## src/rtl/sm_alu_disp.sv

```systemverilog
// Sign-magnitude add/subtract unit (two-stage pipeline) with a 4-digit
// multiplexed seven-segment driver showing a selected value as signed hex.
module sm_alu_disp #(
    parameter int N            = 8,
    parameter int REFRESH_BITS = 18
) (
    input  logic         clk,
    input  logic         reset,
    input  logic [N-1:0] a,
    input  logic [N-1:0] b,
    input  logic         sub,
    input  logic         load,
    input  logic [1:0]   disp_sel,
    output logic [N-1:0] result,
    output logic         ovf,
    output logic         done,
    output logic [3:0]   an,
    output logic [7:0]   sseg
);

    localparam int M = N - 1;

    logic [N-1:0] a_reg;
    logic [N-1:0] b_reg;
    logic         sub_reg;
    logic         load_reg;

    logic [N-1:0] result_reg;
    logic         ovf_reg;
    logic         done_reg;

    logic [REFRESH_BITS-1:0] refresh_reg;
    logic [3:0]              an_reg;
    logic [7:0]              sseg_reg;

    // ------------------------------------------------------------------
    // Stage 1: operand capture
    // ------------------------------------------------------------------
    always_ff @(posedge clk) begin
        if (reset) begin
            a_reg    <= '0;
            b_reg    <= '0;
            sub_reg  <= 1'b0;
            load_reg <= 1'b0;
        end else begin
            load_reg <= load;
            if (load) begin
                a_reg   <= a;
                b_reg   <= b;
                sub_reg <= sub;
            end
        end
    end

    // ------------------------------------------------------------------
    // Sign-magnitude arithmetic on stage-1 contents
    // ------------------------------------------------------------------
    logic [M-1:0] ma;
    logic [M-1:0] mb;
    logic         sa;
    logic         sb;
    logic [M:0]   sum_full;
    logic [M-1:0] mag_next;
    logic         sign_next;
    logic         ovf_next;

    assign ma = a_reg[M-1:0];
    assign mb = b_reg[M-1:0];
    // A zero magnitude carries no sign, so -0 operands behave as +0.
    assign sa = a_reg[N-1] & (ma != '0);
    assign sb = (b_reg[N-1] ^ sub_reg) & (mb != '0);
    assign sum_full = {1'b0, ma} + {1'b0, mb};

    always_comb begin
        mag_next  = '0;
        sign_next = 1'b0;
        ovf_next  = 1'b0;
        if (sa == sb) begin
            mag_next  = sum_full[M-1:0];
            sign_next = sa;
            ovf_next  = sum_full[M];
        end else if (ma >= mb) begin
            mag_next  = ma - mb;
            sign_next = sa;
        end else begin
            mag_next  = mb - ma;
            sign_next = sb;
        end
        if (mag_next == '0) begin
            sign_next = 1'b0;
        end
    end

    // ------------------------------------------------------------------
    // Stage 2: result register
    // ------------------------------------------------------------------
    always_ff @(posedge clk) begin
        if (reset) begin
            result_reg <= '0;
            ovf_reg    <= 1'b0;
            done_reg   <= 1'b0;
        end else begin
            done_reg <= load_reg;
            if (load_reg) begin
                result_reg <= {sign_next, mag_next};
                ovf_reg    <= ovf_next;
            end
        end
    end

    assign result = result_reg;
    assign ovf    = ovf_reg;
    assign done   = done_reg;

    // ------------------------------------------------------------------
    // Display value selection and digit split
    // ------------------------------------------------------------------
    logic [N-1:0] disp_value;
    logic [11:0]  mag12;
    logic [3:0]   hex_digit [3];
    logic         disp_neg;

    always_comb begin
        case (disp_sel)
            2'b00:   disp_value = a_reg;
            2'b01:   disp_value = b_reg;
            default: disp_value = result_reg;
        endcase
    end

    always_comb begin
        mag12        = '0;
        mag12[M-1:0] = disp_value[M-1:0];
    end

    assign disp_neg = disp_value[N-1] & (mag12 != '0);

    for (genvar gi = 0; gi < 3; gi++) begin : g_digit
        assign hex_digit[gi] = mag12[4*gi +: 4];
    end

    // Active-low {a,b,c,d,e,f,g}
    function automatic logic [6:0] hex_glyph(input logic [3:0] d);
        case (d)
            4'h0:    hex_glyph = 7'h01;
            4'h1:    hex_glyph = 7'h4F;
            4'h2:    hex_glyph = 7'h12;
            4'h3:    hex_glyph = 7'h06;
            4'h4:    hex_glyph = 7'h4C;
            4'h5:    hex_glyph = 7'h24;
            4'h6:    hex_glyph = 7'h20;
            4'h7:    hex_glyph = 7'h0F;
            4'h8:    hex_glyph = 7'h00;
            4'h9:    hex_glyph = 7'h04;
            4'hA:    hex_glyph = 7'h08;
            4'hB:    hex_glyph = 7'h60;
            4'hC:    hex_glyph = 7'h31;
            4'hD:    hex_glyph = 7'h42;
            4'hE:    hex_glyph = 7'h30;
            default: hex_glyph = 7'h38;
        endcase
    endfunction

    // ------------------------------------------------------------------
    // Scan: digit index from the top two refresh bits
    // ------------------------------------------------------------------
    logic [1:0] digit_idx;
    logic [3:0] an_next;
    logic [7:0] sseg_next;

    assign digit_idx = refresh_reg[REFRESH_BITS-1 -: 2];

    for (genvar gi = 0; gi < 4; gi++) begin : g_an
        assign an_next[gi] = (digit_idx != 2'(gi));
    end

    always_comb begin
        sseg_next = 8'hFF;
        case (digit_idx)
            2'd0: sseg_next = {1'b1, hex_glyph(hex_digit[0])};
            2'd1: begin
                if (hex_digit[1] != 4'h0 || hex_digit[2] != 4'h0) begin
                    sseg_next = {1'b1, hex_glyph(hex_digit[1])};
                end
            end
            2'd2: begin
                if (hex_digit[2] != 4'h0) begin
                    sseg_next = {1'b1, hex_glyph(hex_digit[2])};
                end
            end
            default: sseg_next = {~(disp_sel[1] & ovf_reg), 6'b111111, ~disp_neg};
        endcase
    end

    always_ff @(posedge clk) begin
        if (reset) begin
            refresh_reg <= '0;
            an_reg      <= 4'b1111;
            sseg_reg    <= 8'hFF;
        end else begin
            refresh_reg <= refresh_reg + 1'b1;
            an_reg      <= an_next;
            sseg_reg    <= sseg_next;
        end
    end

    assign an   = an_reg;
    assign sseg = sseg_reg;

endmodule

```

## config.mk

```make
export PLATFORM = sky130hd
export DESIGN_NAME = sm_alu_disp
export DESIGN_NICKNAME = d
export VERILOG_FILES = /design/src/rtl/sm_alu_disp.sv
export SDC_FILE = /design/constraint.sdc
export NUM_CORES = 1
export LEC_CHECK = 0
export CAP_MARGIN = 10
export CORE_MARGIN = 1
export CORE_UTILIZATION = 45
export DETAILED_ROUTE_END_ITERATION = 12
export GPL_TIMING_DRIVEN = 0
export PLACE_DENSITY_LB_ADDON = 0.15
export SKIP_LAST_GASP = 1
export SYNTH_ARGS = -nofsm -noshare
export SYNTH_HDL_FRONTEND = slang
export SYNTH_SLANG_ARGS = --single-unit
export TNS_END_PERCENT = 100
```

## constraint.sdc

```tcl
create_clock -name clk -period 2.6 [get_ports clk]
set_input_delay 0.26 -clock clk [delete_from_list [all_inputs] [get_ports clk]]
set_output_delay 0.26 -clock clk [all_outputs]
set_load 0.05 [all_outputs]
```

# Word level (Yosys, flattened, before mapping)
# Memory sizes are Yosys's and may differ from the RTL's.
# Cells that the tools add are included.
word_totals:
  wordCells: 48
  rom_bits: 224
  mem_count: 2
  reg_bits: 58
  output_inout_bits: 22
  inputBits: 22
op_classes:
  n_lt_le_gt_ge: 1
  n_mux: 9
  add_sub_neg: 4
  n_bitwise: 7
  n_eq_ne: 7
  n_reduce_logical: 8
mem_list:
  columns: ["name", "words", "word_bits", "read_ports", "rd_ports_with_merged_regs", "wr", "line_no", "source"]
  rows:
  - ["(name not given)", 16, 7, 1, 0, 0, "144", "case (d)"]
  - ["(name not given)", 16, 7, 1, 0, 0, "144", null]
ops:
  columns: ["operator", "count"]
  rows:
  - ["$pmux 8 s3", 1]
  - ["$mux 7", 3]
  - ["$add 18x1->18 const B", 1]
  - ["$pmux 8 s2", 1]
  - ["$reduce_bool 7->1", 2]
  - ["$sub 7x7->7", 2]
  - ["$reduce_bool 12->1", 1]
  - ["$add 7x7->8", 1]
  - ["$ge 7x7->1", 1]
  - ["$logic_not 7->1", 1]
  - ["$and 1x1->1", 4]
  - ["$eq 2x1->1 const B", 2]
  - ["$logic_not 2->1", 2]
  - ["$mux 1", 4]
  - ["$ne 2x2->1 const B", 2]
  - ["$reduce_bool 4->1", 1]
  - ["$eq 2x2->1 const B", 1]
  - ["$ne 2x1->1 const B", 1]
  - ["$not 1->1", 2]
  - ["$reduce_bool 2->1", 1]
  - ["$eq 1x1->1", 1]
  - ["$xor 1x1->1", 1]

# Longest topological paths before layout
depth:
  ltp_word: 6
  mapped_depth: 11

# Worst setup path before layout
# OpenSTA, ideal clock, no wires.
synth_path:
  path_kind: "register to register"
  start: "reg a_reg[1]"
  end: "reg result_reg[7], in the netlist result[7]"
  arrival_time_ps: 2586
  n_path_buf: 0
  t_required_ps: 2462
  setup_ps: 138
  path_stages_with_launch: 9
  path_slack_ps: -124
  period_less_slack_ps: 2724
  cell_sequence: "dfxtp_1 > inv_1 > ha_1 > a211o_1 > a21oi_1 > mux2_2 > o211a_1 > nor4_2 > a41oi_1"
synth_via:
  elab_chain_cells: 6
  elab_cells_between_ends: 13
  cone_classes: "add/sub: 3; order compare: 1; eq/ne: 1; mux: 5; bitwise: 1; reduce/logical: 2"
synth_lines:
  columns: ["element", "line_no", "source"]
  rows:
  - ["start, declared", "23", "logic [N-1:0] a_reg;"]
  - ["start signal, assigned", "41", "a_reg <= '0;"]
  - ["start signal, assigned", "48", "a_reg <= a;"]
  - ["parallel branches: the longest is 5 deep, another holds $sub 7x7->7", null, null]
  - ["$mux 1 *", "89", "if (mag_next == '0) begin"]
  - ["end signal, assigned", "105", "result_reg <= {sign_next, mag_next};"]
  - ["end, declared", "28", "logic [N-1:0] result_reg;"]
# Every way passes the cells marked *.
# A chain may end at the register's enable or synchronous reset.

# Worst setup path in the final report
layout_path:
  start: "reg a_reg[3]"
  end: "reg result_reg[7], in the netlist result[7]"
# Same word-level chain as after synthesis.

==> summary.txt <==
Cells and area
  • Layout cells sized above 1: 13.3%
  • Most frequent cells in the layout: nor2_1, dfxtp_1, clkdlybuf4s50_1
  • Max reg flops: 18
  • Synth-to-Final Area Change: 26.1%
  • Final core occ: 59.5%
  • Layout net count: 556
  • Most common cell after layout, fill and taps aside: nor2_1
  • ANT cells: 0

Power and ir drop
  • Max IR drop VDD: 487 uV
  • PwrDens: 541 mW/mm^2
  • Leakage: 1.90 nW
  • Power consumption: 2.51 mW

Synth
  • Syn Area/Cell: 8.45 um^2
  • Predominant post-synthesis flop cell: dfxtp_1
  • Netlist cell types: 54
  • Gate Count Post-Synth: 436
  • Yosys top cell area share: 31.5%
  • Post-synthesis sequential area ratio: 31.5%
  • Post-synth top area cell: dfxtp_1
  • Mapped Area: 0.00368 mm^2
  • Async SR Flop Fraction: 0%
  • Post-synth EDFFs: 0
  • Yosys warnings: 0
  • Ranking of synthesized cells by area: dfxtp_1, ha_1, mux2i_1
  • Yosys reg bits: 58
  • Post-Synthesis Net Count: 495

Die
  • I/O pin count: 44
  • Die Y: 92.5 um
  • Core ar.: 0.00781 mm^2
  • Rows: 32
  • Full die area: 0.00855 mm^2
  • Initial Util: 47.2%
  • Die Wd: 92.5 um

Global route
  • Initial antenna violation count: 0
  • First-pass GRT wire length: 15,100 um
  • Total global-route track usage: 22.5%
  • GRT overflow: 0
  • Vias in the first global route: 3,073
  • Pin count of the biggest net entering global routing: 12

CTS
  • Clk buf depth: 2
  • Clock transition at the registers of the reported paths: 60 ps
  • CTS H-tree lvls: 3
  • Num CTS Buffers: 9
  • Skew-Pair Late Insertion Delay: 340 ps
  • Clk root buf: clkbuf_8
  • # clock sinks: 58
  • CTS tree: done

Critical path
  • Worst setup SP type: register
  • Buffers and inverters on the worst path: 1
  • FF-to-FF setup slack: 3 ps
  • Critical path class: reg2reg
  • Crit-path leading delay family: simple AND/OR/NAND/NOR gates
  • CP cell instances: or4_4 -> o41ai_4 -> buf_4 -> xor2_4 -> and2_1 -> a211oi_2 -> nor4_2 -> a41oi_1
  • Reg2reg start: a_reg[3]$_SDFFE_PP0P_
  • Setup crit end kind: register
  • Reg2reg path depth: 8
  • Reg2reg end: result[7]$_SDFFE_PP0P_
  • Crit path max fanout: 7
  • Crit path DAT: 2790 ps
  • CP required: 2790 ps
  • CP peak stage delay: 560 ps
  • Slowest cell on crit path: or4_4

STA
  • Max Fclk: 0.385 GHz
  • Tcrit/Tclk final: 99.9%
  • RSZ-0062 raised after global routing: true
  • Fin. max-slew vios: 0
  • Clock skew: 10.3 ps
  • Actual slew at the worst max-slew pin: 638 ps
  • WHS: 472 ps
  • Final Worst Setup Slack: 2.58 ps
  • Final Hold Fails: 0
  • Final setup viols: 0
  • Fin crit period: 2600 ps
  • Rel. slew slack: 57.5%

Drt
  • Antenna viol nets, final: 0
  • Initial DRC count: 173
  • Routed WL per cell: 15.1 um
  • Pre-Repair DR Iteration Count: 5
  • Vias: 3,328
  • Via-per-instance ratio: 5.51
  • DR DRC count: 0
  • Final wirelength: 9150 um

Placed design
  • DP HPWL: 6860 um
  • Routability congestion estimate: 0.866
  • Port bufs: 40
  • Place WS: -491 ps

Worst hold path
  • Worst Hold Path EP: refresh_reg[0]$_SDFF_PP0_
  • Hold path depth: 1
  • Hold path startpoint: refresh_reg[0]$_SDFF_PP0_
  • Hold Crit Class: reg2reg

Outcome
  • Status: complete, no violations

Job
  • Max Cap Viol: 0
per-stage QoR:
stage | area, um^2 | TNS, ps | cells
2_1_floorplan | 3700 | 0 | 436
3_3_place_gp | 4220 | -2360 | 578
3_5_place_dp | 4220 | -2390 | 578
4_1_cts | 4460 | -45.4 | 595
5_1_grt | 4650 | -234 | 604
6_report | 4650 | 0 | 604
repair_timing:
action                     4_1_cts  5_1_grt
hold buffers                     0        0
pin swaps                        1        4
setup endpoints to repair        7       10
hold endpoints to repair         0        0
setup buffers                    1        9
resized for setup               18       26
report_power, final:
group | internal [mW] | switching, mW | leakage, nW | total [mW]
Combinational | 0.331 | 0.460 | 1.34 | 0.791
Sequential | 0.934 | 0.0461 | 0.480 | 0.980
Clock | 0.370 | 0.371 | 0.0847 | 0.741
Total | 1.63 | 0.877 | 1.90 | 2.51
kinds of logic after synthesis:
family | after synthesis | synth area share [%]
and+or+nand+nor | 134 | 17.7
AOI/OAI and AO/OA | 106 | 19.2
DFF | 58 | 31.5
xor gates and xnor gates | 17 | 4.24
buffers and inverters | 51 | 5.23
adders and majority gates | 37 | 13.2
muxes | 33 | 9.03
worst max-delay path by stage:
stage | startpoint | to | depth (start not counted)
6_report | a_reg[3]$_SDFFE_PP0P_ | result[7]$_SDFFE_PP0P_ | 8
5_1_grt | a_reg[3]$_SDFFE_PP0P_ | result[7]$_SDFFE_PP0P_ | 8
4_1_cts | b_reg[6]$_SDFFE_PP0P_ | result[7]$_SDFFE_PP0P_ | 10
3_5_place_dp | a_reg[4]$_SDFFE_PP0P_ | result[7]$_SDFFE_PP0P_ | 10
3_3_place_gp | b_reg[6]$_SDFFE_PP0P_ | result[7]$_SDFFE_PP0P_ | 9
2_1_floorplan | a_reg[4]$_SDFFE_PP0P_ | result[7]$_SDFFE_PP0P_ | 10
metal layers:
metal  share of wire (%)  wire length (um)  vias up  global-route usage [%]
li1                    -                 -     1660                       -
met1                  49              4460     1576                    31.1
met2                  46              4220       83                    35.6
met3                 4.1               377        9                    4.35
met4                0.98                90        0                    5.86
met5                   0                 0        -                       0
cells in the mapped netlist (all sizes together) (3+ instances only):
cell and number:
a211oi 7, o21a 7, o211a 3, nor4 4, and4 3, nand2b 7
o21ai 24, o31ai 3, and2 5, o311ai 3, nor3 6, ha 34
and3 4, clkbuf 14, xor2 10, fa 3, nor2 55, nand3 11
buf 3, nor2b 7, inv 34, a21oi 32, nand2 21, mux2i 31
xnor2 7, a21o 4, a221oi 3, dfxtp 58, nand4 4
area by class of cell:
type	instances	area [um^2]
clock buffer	10	138
inverter	34	128
buffer	17	65.1
timing repair buffer	50	479
clock inverter	6	41.3
tap	102	128
multi-input combinational	327	2490
fill	722	3160
sequential	58	1180
Note: power is estimated with default switching activity, not from simulation.
